## config.mk

```make
export PLATFORM = sky130hd
export DESIGN_NAME = framebuffer_scheduler
export DESIGN_NICKNAME = d
export VERILOG_FILES = /design/src/rtl/fb_pkg.sv /design/src/rtl/pixel_fifo.sv /design/src/rtl/framebuffer_scheduler.sv
export SDC_FILE = /design/constraint.sdc
export NUM_CORES = 1
export LEC_CHECK = 0
export ABC_CLOCK_PERIOD_IN_PS = 7000
export CAP_MARGIN = 20
export CORE_MARGIN = 4
export CORE_UTILIZATION = 50
export DETAILED_ROUTE_END_ITERATION = 16
export PLACE_DENSITY_LB_ADDON = 0.12
export SYNTH_ARGS = -nofsm -noshare
export SYNTH_HDL_FRONTEND = slang
export SYNTH_SLANG_ARGS = --single-unit
```

## constraint.sdc

```tcl
create_clock -name Clk -period 7 [get_ports Clk]
set_input_delay 1.4 -clock Clk [delete_from_list [all_inputs] [get_ports Clk]]
set_output_delay 1.4 -clock Clk [all_outputs]
set_load 0.1 [all_outputs]
```

## src/rtl/fb_pkg.sv

```systemverilog
// Shared constants, state encoding and address helper for the framebuffer scheduler.
package fb_pkg;

  localparam int          SCREEN_W  = 640;
  localparam int          SCREEN_H  = 480;
  localparam int          PIXELS    = SCREEN_W * SCREEN_H;
  localparam logic [19:0] BUF0_BASE = 20'h00000;
  localparam logic [19:0] BUF1_BASE = 20'h4B000;
  localparam int          ENTRY_W   = 36;

  typedef enum logic [1:0] {
    CLEAR     = 2'd0,
    DRAW      = 2'd1,
    DRAIN     = 2'd2,
    SWAP_WAIT = 2'd3
  } fb_state_e;

  // Row start offset y*w in 20 bits; the 640-wide case is two shifts and an add.
  function automatic logic [19:0] row_offset(input logic [9:0] y, input int w);
    logic [19:0] y20;
    y20 = {10'd0, y};
    if (w == 640) row_offset = (y20 << 9) + (y20 << 7);
    else          row_offset = y20 * 20'(w);
  endfunction

endpackage

```

## src/rtl/pixel_fifo.sv

```systemverilog
// Synchronous FIFO holding {sram address, colour} entries awaiting an SRAM grant.
module pixel_fifo #(
  parameter int DEPTH = 4,
  parameter int WIDTH = fb_pkg::ENTRY_W
) (
  input  logic             Clk,
  input  logic             Reset_n,
  input  logic             push,
  input  logic [WIDTH-1:0] push_data,
  input  logic             pop,
  output logic [WIDTH-1:0] head,
  output logic             full,
  output logic             empty
);

  localparam int PW = $clog2(DEPTH);

  logic [WIDTH-1:0] mem [DEPTH];
  logic [PW:0]      wr_ptr;
  logic [PW:0]      rd_ptr;
  logic             do_push;
  logic             do_pop;

  assign do_push = push && !full;
  assign do_pop  = pop && !empty;

  // Pointer update; the extra MSB distinguishes full from empty.
  always_ff @(posedge Clk) begin
    if (!Reset_n) begin
      wr_ptr <= '0;
      rd_ptr <= '0;
    end else begin
      if (do_push) wr_ptr <= wr_ptr + 1'b1;
      if (do_pop)  rd_ptr <= rd_ptr + 1'b1;
    end
  end

  // Storage write; contents need no reset because the pointers gate visibility.
  always_ff @(posedge Clk) begin
    if (do_push) mem[wr_ptr[PW-1:0]] <= push_data;
  end

  assign head  = mem[rd_ptr[PW-1:0]];
  assign empty = (wr_ptr == rd_ptr);
  assign full  = (wr_ptr[PW] != rd_ptr[PW]) && (wr_ptr[PW-1:0] == rd_ptr[PW-1:0]);

endmodule

```

## src/rtl/framebuffer_scheduler.sv

```systemverilog
// Double-buffered framebuffer write scheduler: clears the back buffer, queues
// rasterizer pixels into SRAM writes, drains, then swaps buffers in vblank.
module framebuffer_scheduler #(
  parameter int          SCREEN_W   = fb_pkg::SCREEN_W,
  parameter int          SCREEN_H   = fb_pkg::SCREEN_H,
  parameter logic [19:0] BUF0_BASE  = fb_pkg::BUF0_BASE,
  parameter logic [19:0] BUF1_BASE  = fb_pkg::BUF1_BASE,
  parameter int          FIFO_DEPTH = 4
) (
  input  logic        Clk,
  input  logic        Reset_n,
  input  logic        pix_valid,
  output logic        pix_ready,
  input  logic [9:0]  pix_x,
  input  logic [9:0]  pix_y,
  input  logic [15:0] pix_color,
  input  logic [15:0] clear_color,
  input  logic        frame_done,
  input  logic        vblank,
  input  logic        sram_grant,
  output logic        sram_we,
  output logic [19:0] sram_addr,
  output logic [15:0] sram_data,
  output logic [19:0] front_base,
  output logic        busy,
  output logic [1:0]  state_dbg
);

  import fb_pkg::*;

  localparam int          PIXELS_L = SCREEN_W * SCREEN_H;
  localparam logic [19:0] LAST_CNT = 20'(PIXELS_L - 1);

  fb_state_e   state;
  logic [19:0] cnt;
  logic [19:0] back_base;
  logic [19:0] pix_addr;
  logic [35:0] fifo_head;
  logic        fifo_full;
  logic        fifo_empty;
  logic        fifo_push;
  logic        fifo_pop;
  logic        pix_fire;
  logic        in_range;
  logic        write_pending;

  assign back_base = (front_base == BUF0_BASE) ? BUF1_BASE : BUF0_BASE;

  // Pixel handshake: a pixel transfers in any cycle where pix_valid and
  // pix_ready are both high; pix_ready never depends on pix_valid and is only
  // raised in DRAW while the queue has room. Out-of-screen pixels still
  // transfer but are dropped instead of queued.
  assign pix_ready = Reset_n && (state == DRAW) && !fifo_full;
  assign pix_fire  = pix_valid && pix_ready;
  assign in_range  = ({22'd0, pix_x} < 32'(SCREEN_W)) && ({22'd0, pix_y} < 32'(SCREEN_H));
  assign pix_addr  = back_base + row_offset(pix_y, SCREEN_W) + {10'd0, pix_x};
  assign fifo_push = pix_fire && in_range;

  // A write is pending throughout CLEAR, and in DRAW/DRAIN while pixels are queued.
  assign write_pending = (state == CLEAR) ||
                         (((state == DRAW) || (state == DRAIN)) && !fifo_empty);
  assign sram_we   = Reset_n && sram_grant && write_pending;
  assign fifo_pop  = sram_we && (state != CLEAR);
  assign busy      = !Reset_n || (state != DRAW);
  assign state_dbg = state;

  // SRAM write data path; bus is held at zero whenever no write is issued.
  always_comb begin
    sram_addr = '0;
    sram_data = '0;
    if (sram_we) begin
      if (state == CLEAR) begin
        sram_addr = back_base + cnt;
        sram_data = clear_color;
      end else begin
        sram_addr = fifo_head[35:16];
        sram_data = fifo_head[15:0];
      end
    end
  end

  pixel_fifo #(
    .DEPTH (FIFO_DEPTH),
    .WIDTH (ENTRY_W)
  ) u_fifo (
    .Clk       (Clk),
    .Reset_n   (Reset_n),
    .push      (fifo_push),
    .push_data ({pix_addr, pix_color}),
    .pop       (fifo_pop),
    .head      (fifo_head),
    .full      (fifo_full),
    .empty     (fifo_empty)
  );

  // Frame sequencing: clear counter, buffer ownership and state transitions.
  always_ff @(posedge Clk) begin
    if (!Reset_n) begin
      state      <= CLEAR;
      cnt        <= '0;
      front_base <= BUF0_BASE;
    end else begin
      case (state)
        CLEAR: begin
          if (sram_we) begin
            if (cnt == LAST_CNT) begin
              cnt   <= '0;
              state <= DRAW;
            end else begin
              cnt <= cnt + 20'd1;
            end
          end
        end
        DRAW: begin
          if (frame_done) state <= DRAIN;
        end
        DRAIN: begin
          if (fifo_empty) state <= SWAP_WAIT;
        end
        SWAP_WAIT: begin
          if (vblank) begin
            front_base <= back_base;
            cnt        <= '0;
            state      <= CLEAR;
          end
        end
        default: state <= CLEAR;
      endcase
    end
  end

endmodule

```

# After elaboration in Yosys (flattened, before gate mapping)

Memory sizes are Yosys's and may differ from the RTL's. A register that Yosys moved wholly into a read port is not among the register bits.
Index checks and enable logic that the tools add are counted.

Eq/ne operators: 13
Order comparisons: 2
Reduce and logical (&&, ||, !) cells: 25
$add $sub $neg: 7
Muxes and demuxes: 19

Operators with widths:

| kind                                                  | count |
|---|---|
| two-way mux 20 bit                                    | 5 |
| adder 19 x 20 -> 20 bit                               | 2 |
| case mux 20 bit (2 select lines)                      | 1 |
| two-way mux 16 bit                                    | 2 |
| adder 19 x 17 -> 20 bit                               | 1 |
| adder 20 x 1 -> 20 bit, second input constant         | 1 |
| adder 20 x 10 -> 20 bit                               | 1 |
| == test 20 x 19 -> 1 bit, second input constant       | 1 |
| logical NOT 20 bit                                    | 1 |
| two-way mux 19 bit                                    | 1 |
| two-way mux 2 bit                                     | 7 |
| logical AND 1 bit                                     | 12 |
| < comparator 10 bit, second input constant            | 1 |
| < comparator 10 x 9 -> 1 bit, second input constant   | 1 |
| case mux 2 bit (4 select lines)                       | 1 |
| adder 3 x 1 -> 3 bit, second input constant           | 2 |
| inequality test 2 x 1 -> 1 bit, second input constant | 3 |
| inequality test 2 bit, second input constant          | 3 |
| AND reduction 5 bit                                   | 1 |
| == test 2 bit, second input constant                  | 2 |
| nonzero test 2 bit                                    | 2 |
| == test 3 bit                                         | 1 |
| logical NOT 1 bit                                     | 3 |
| logical OR 1 bit                                      | 3 |
| other kinds (7)                                       | 8 |

Register bits: 48
Bits of input ports: 58
Output and inout bits: 61
Logic and storage cells: 72
Memories kept: 1
RAM bits: 144

Memory list:

| memory     | depth | width | rd ports | clocked after memory_dff | wr ports | line             | source |
|---|---|---|---|---|---|---|---|
| u_fifo.mem | 4     | 36    | 1        | 1                        | 1        | pixel_fifo.sv:18 | `logic [WIDTH-1:0] mem [DEPTH];` |

# Depth between registers and ports, before layout

Word-level depth: 9
Gate-level depth with buffers: 9
Gate-level depth less buffers: 9

# Cells and area by module

A second synthesis with hierarchy kept.

Cell total of the unflattened synthesis: 583
Area total of the unflattened synthesis: 8396.8 sq um

By module, submodules not included:

| module                | cells each | instances | area each (sq um) |
|---|---|---|---|
| pixel_fifo            | 256        | 1         | 5753.0 |
| framebuffer_scheduler | 327        | 1         | 2643.8 |

# Least setup slack after synthesis

No wires, ideal clock.

Path kind: register to output
From: register front_base[15]
To: output port sram_addr[18]
Arrival time: 4651 ps
Buffers on the path: 0
Stages on the path, launching flop included: 8
Slack: 949 ps
Cells stage by stage: dfxtp_1 inv_1 ha_1 nand2_1 o21bai_1 nand3_1 xor2_1 a211oi_1

Longest elaborated chain between the ends: 5

Ends and longest elaborated chain:

| element                 | line                         | source |
|---|---|---|
| from (decl)             | framebuffer_scheduler.sv:24  | `output logic [19:0] front_base,` |
| from (signal assigned)  | framebuffer_scheduler.sv:122 | `front_base <= back_base;` |
| logical NOT 20 bit      | framebuffer_scheduler.sv:47  | `assign back_base = (front_base == BUF0_BASE) ? BUF1_BASE : BUF0_BASE;` |
| two-way mux 19 bit      | framebuffer_scheduler.sv:47  |  |
| via back_base[12]       | framebuffer_scheduler.sv:36  | `logic [19:0] back_base;` |
| adder 19 x 20 -> 20 bit | framebuffer_scheduler.sv:73  | `sram_addr = back_base + cnt;` |
| two-way mux 20 bit      | framebuffer_scheduler.sv:72  | `if (state == CLEAR) begin` |
| two-way mux 20 bit      | framebuffer_scheduler.sv:71  | `if (sram_we) begin` |
| to (decl)               | framebuffer_scheduler.sv:22  | `output logic [19:0] sram_addr,` |

The timed path passes the listed nets, and every way through them passes these cells.

# Worst setup path in the final report

From: input port Reset_n
To: output port sram_we

Longest elaborated chain between the ends: 2

Ends and longest elaborated chain:

| element                        | line                        | source |
|---|---|---|
| from (decl)                    | framebuffer_scheduler.sv:11 | `input logic Reset_n,` |
| logical AND 1 bit (2 in a row) | framebuffer_scheduler.sv:62 | `assign sram_we = Reset_n && sram_grant && write_pending;` |
| to (decl)                      | framebuffer_scheduler.sv:21 | `output logic sram_we,` |

Every way passes these cells.

==> metrics <==
commonest non-fill, non-tap cell in the layout=edfxtp_1; slew of the pin with the lowest slew margin=1.05 ns; TritonCTS clock tree=done; XOR/XNOR Fraction of Synth Area=0.0354; EDFF count, synth=144; top-area cell type share of the netlist area=0.514; Cell Rows=47; core area=16,500 um^2; run status=completed; VDD IR-drop max=0.185 mV; setup TNS=0 ns; max-slew violations=0; Global Route Usage Sum=0.198; post-layout util=0.607; first-pass GRT wire length=28,100 um; post-synthesis simple-gate area fraction=0.102; Synth area leaders=edfxtp_1 (51%), mux4_2 (9.6%), dfxtp_1 (7.4%); Post-Syn Area=8410 um^2; commonest non-fill, non-tap cells in the layout=edfxtp_1 (144), nand2_1 (79), clkdlybuf4s50_1 (66); ratio of cells with drive above 1 in the final layout=0.172; die area=19,000 um^2; Placement Cell Area=9420 um^2; cell taking the most area after synthesis=edfxtp_1; Hold WS=0.487 ns; DR DRC count=0; crit-path max FO=37; Final ANT Viol Nets=0; fin crit period=5.59 ns; initial core utilization=0.509; Vias/cell=5.58; wire per inst=19.3 um; ANT cells=0; Worst EP required=5.60 ns; Yosys cell types=58; setup bufs post-CTS=0; post-synthesis adder-cell area fraction=0.0604; Synth Flop Type=edfxtp_1; CTS buffer count=17; YS warnings=0; PostCTS Resize Cnt=0; worst hold path type=reg2reg; CTS clk-pin slew, worst paths=0.06 ns; Area growth syn-to-layout=19.2%; Fillers=1,300; leakage power=0.00347 uW; root buffer cell=clkbuf_16; post-synthesis sequential area ratio=0.588; HPWL Detailed=11,700 um; Sink Count=175; routed wire length=18,200 um; Async S/R FF share, synth=0; DIE HEIGHT=138 um; Final Wtd Congestion=0.888; number of I/O pins=119; Syn Area/Cell=13.5 um^2; #FFs+latches synth=175; RSZ-0062 raised after global routing=false; initial drt markers=295; Finished Cell Area=10,000 um^2; largest family of logic cells by synthesized area=multiplexers; DR pass1 iterations=5; clk_lat worst skew=0.43 ns; Max-slew headroom=0.298; PwrDens=236 nW/um^2; Final Setup Violations=0; Max Fclk=179 MHz; vias in the first global route=5,414; CP startpoint kind=input pin; I/O Buffers=102; total of max-cap violations=0; Final Hold Viols=0; worst clock skew=0.00634 ns; CTS max path bufs=2; DR vias=5,278; Period Utilization, post-route=0.799; final net count=808; initial antenna violation count=0; CP Capture Type=output pin; CTS Hold Bufs=0; H-tree depth=4; kind of critical path=in2out; post-synthesis cell count=624; die width=138 um; gr ovfl total=0; mux share of post-synthesis cell area=0.104; crit path DAT=4.19 ns; largest net degree at the start of global routing=42; compound-gate portion of the synthesized area=0.0649
-- cell usage after synthesis (all sizes together), types with 2 or more instances --
| library cell | n |
|---|---|
| and4 | 4 |
| xnor2 | 17 |
| fa | 6 |
| nor3 | 11 |
| a211oi | 6 |
| nand2 | 79 |
| nand3 | 13 |
| o21ai | 8 |
| o31ai | 3 |
| a31oi | 4 |
| a21o | 5 |
| mux2i | 6 |
| nor2 | 28 |
| mux4 | 36 |
| buf | 33 |
| nor2b | 3 |
| o211ai | 2 |
| o21a | 3 |
| dfxtp | 31 |
| xor2 | 17 |
| inv | 21 |
| edfxtp | 144 |
| nand2b | 2 |
| and2 | 10 |
| and3 | 6 |
| a21oi | 44 |
| clkbuf | 18 |
| nand4 | 12 |
| ha | 31 |
| o21bai | 2 |
-- stage by stage --
step                total power (uW)  instances  worst slack (ns)
floorplan                       1350        639             0.949
global placement                1410        914              1.41
detailed placement              1410        914              1.39
CTS                             2380        946              1.38
global route                    2440        946              1.23
finish                          2370        946              1.41
-- path summary, 6_finish.rpt --
check                                 from                             to  slack (ns)  depth (start not counted)
max                                Reset_n                        sram_we        1.41                          6
min          u_fifo.wr_ptr[2]$_SDFFE_PN0P_  u_fifo.wr_ptr[2]$_SDFFE_PN0P_        0.49                          1
max reg2reg    front_base[15]$_SDFFE_PN0P_    u_fifo.mem[0][35]$_DFFE_PP_        3.74                          8
min reg2reg  u_fifo.wr_ptr[2]$_SDFFE_PN0P_  u_fifo.wr_ptr[2]$_SDFFE_PN0P_        0.49                          1
-- critical path: stages --
cell	delay, ns
clkdlybuf4s50_1	0.71
nand2_1	0.22
or2_2	0.33
buf_4	0.28
inv_1	0.09
clkdlybuf4s50_1	1.13
-- metal layers --
metal | vias to the layer above | global-route usage | share of wire
met5 | - | 0 | 0
met4 | 0 | 0.0704 | 0.015
met3 | 21 | 0.0464 | 0.053
met2 | 159 | 0.336 | 0.51
met1 | 2636 | 0.250 | 0.42
li1 | 2462 | - | -
-- registers in the layout, summed over array words and instances (netlist names), named ones only --
name and count:
u_fifo.mem 144, state_dbg 2, cnt 20, u_fifo.wr_ptr 3, front_base 1, u_fifo.rd_ptr 3
-- cell families (layout without fill, tap and decap cells) --
| family | after synthesis | count (layout) |
|---|---|---|
| AO/OA/AOI/OAI | 85 | 85 |
| AND/OR/NAND/NOR | 177 | 177 |
| multiplexers | 42 | 42 |
| adder cells (fa/ha/maj) | 37 | 37 |
| other | 1 | 16 |
| flip-flops | 175 | 175 |
| XOR/XNOR | 34 | 34 |
| buffers and inverters | 73 | 160 |
-- final cells by class --
class	count	area [um^2]	area share
inverter	22	82.6	0.00824
tap	220	275	0.0275
multi-input combinational	391	3150	0.314
sequential	175	4950	0.494
clock buffer	17	425	0.0424
clock inverter	15	183	0.0182
timing repair buffer	106	961	0.0959
-- power breakdown --
part,internal (uW),switching (uW)
Combinational,77.9,168
Clock,568,404
Sequential,1150,1.97
Total,1790,574
No activity file was read; power rests on OpenSTA's default activity.
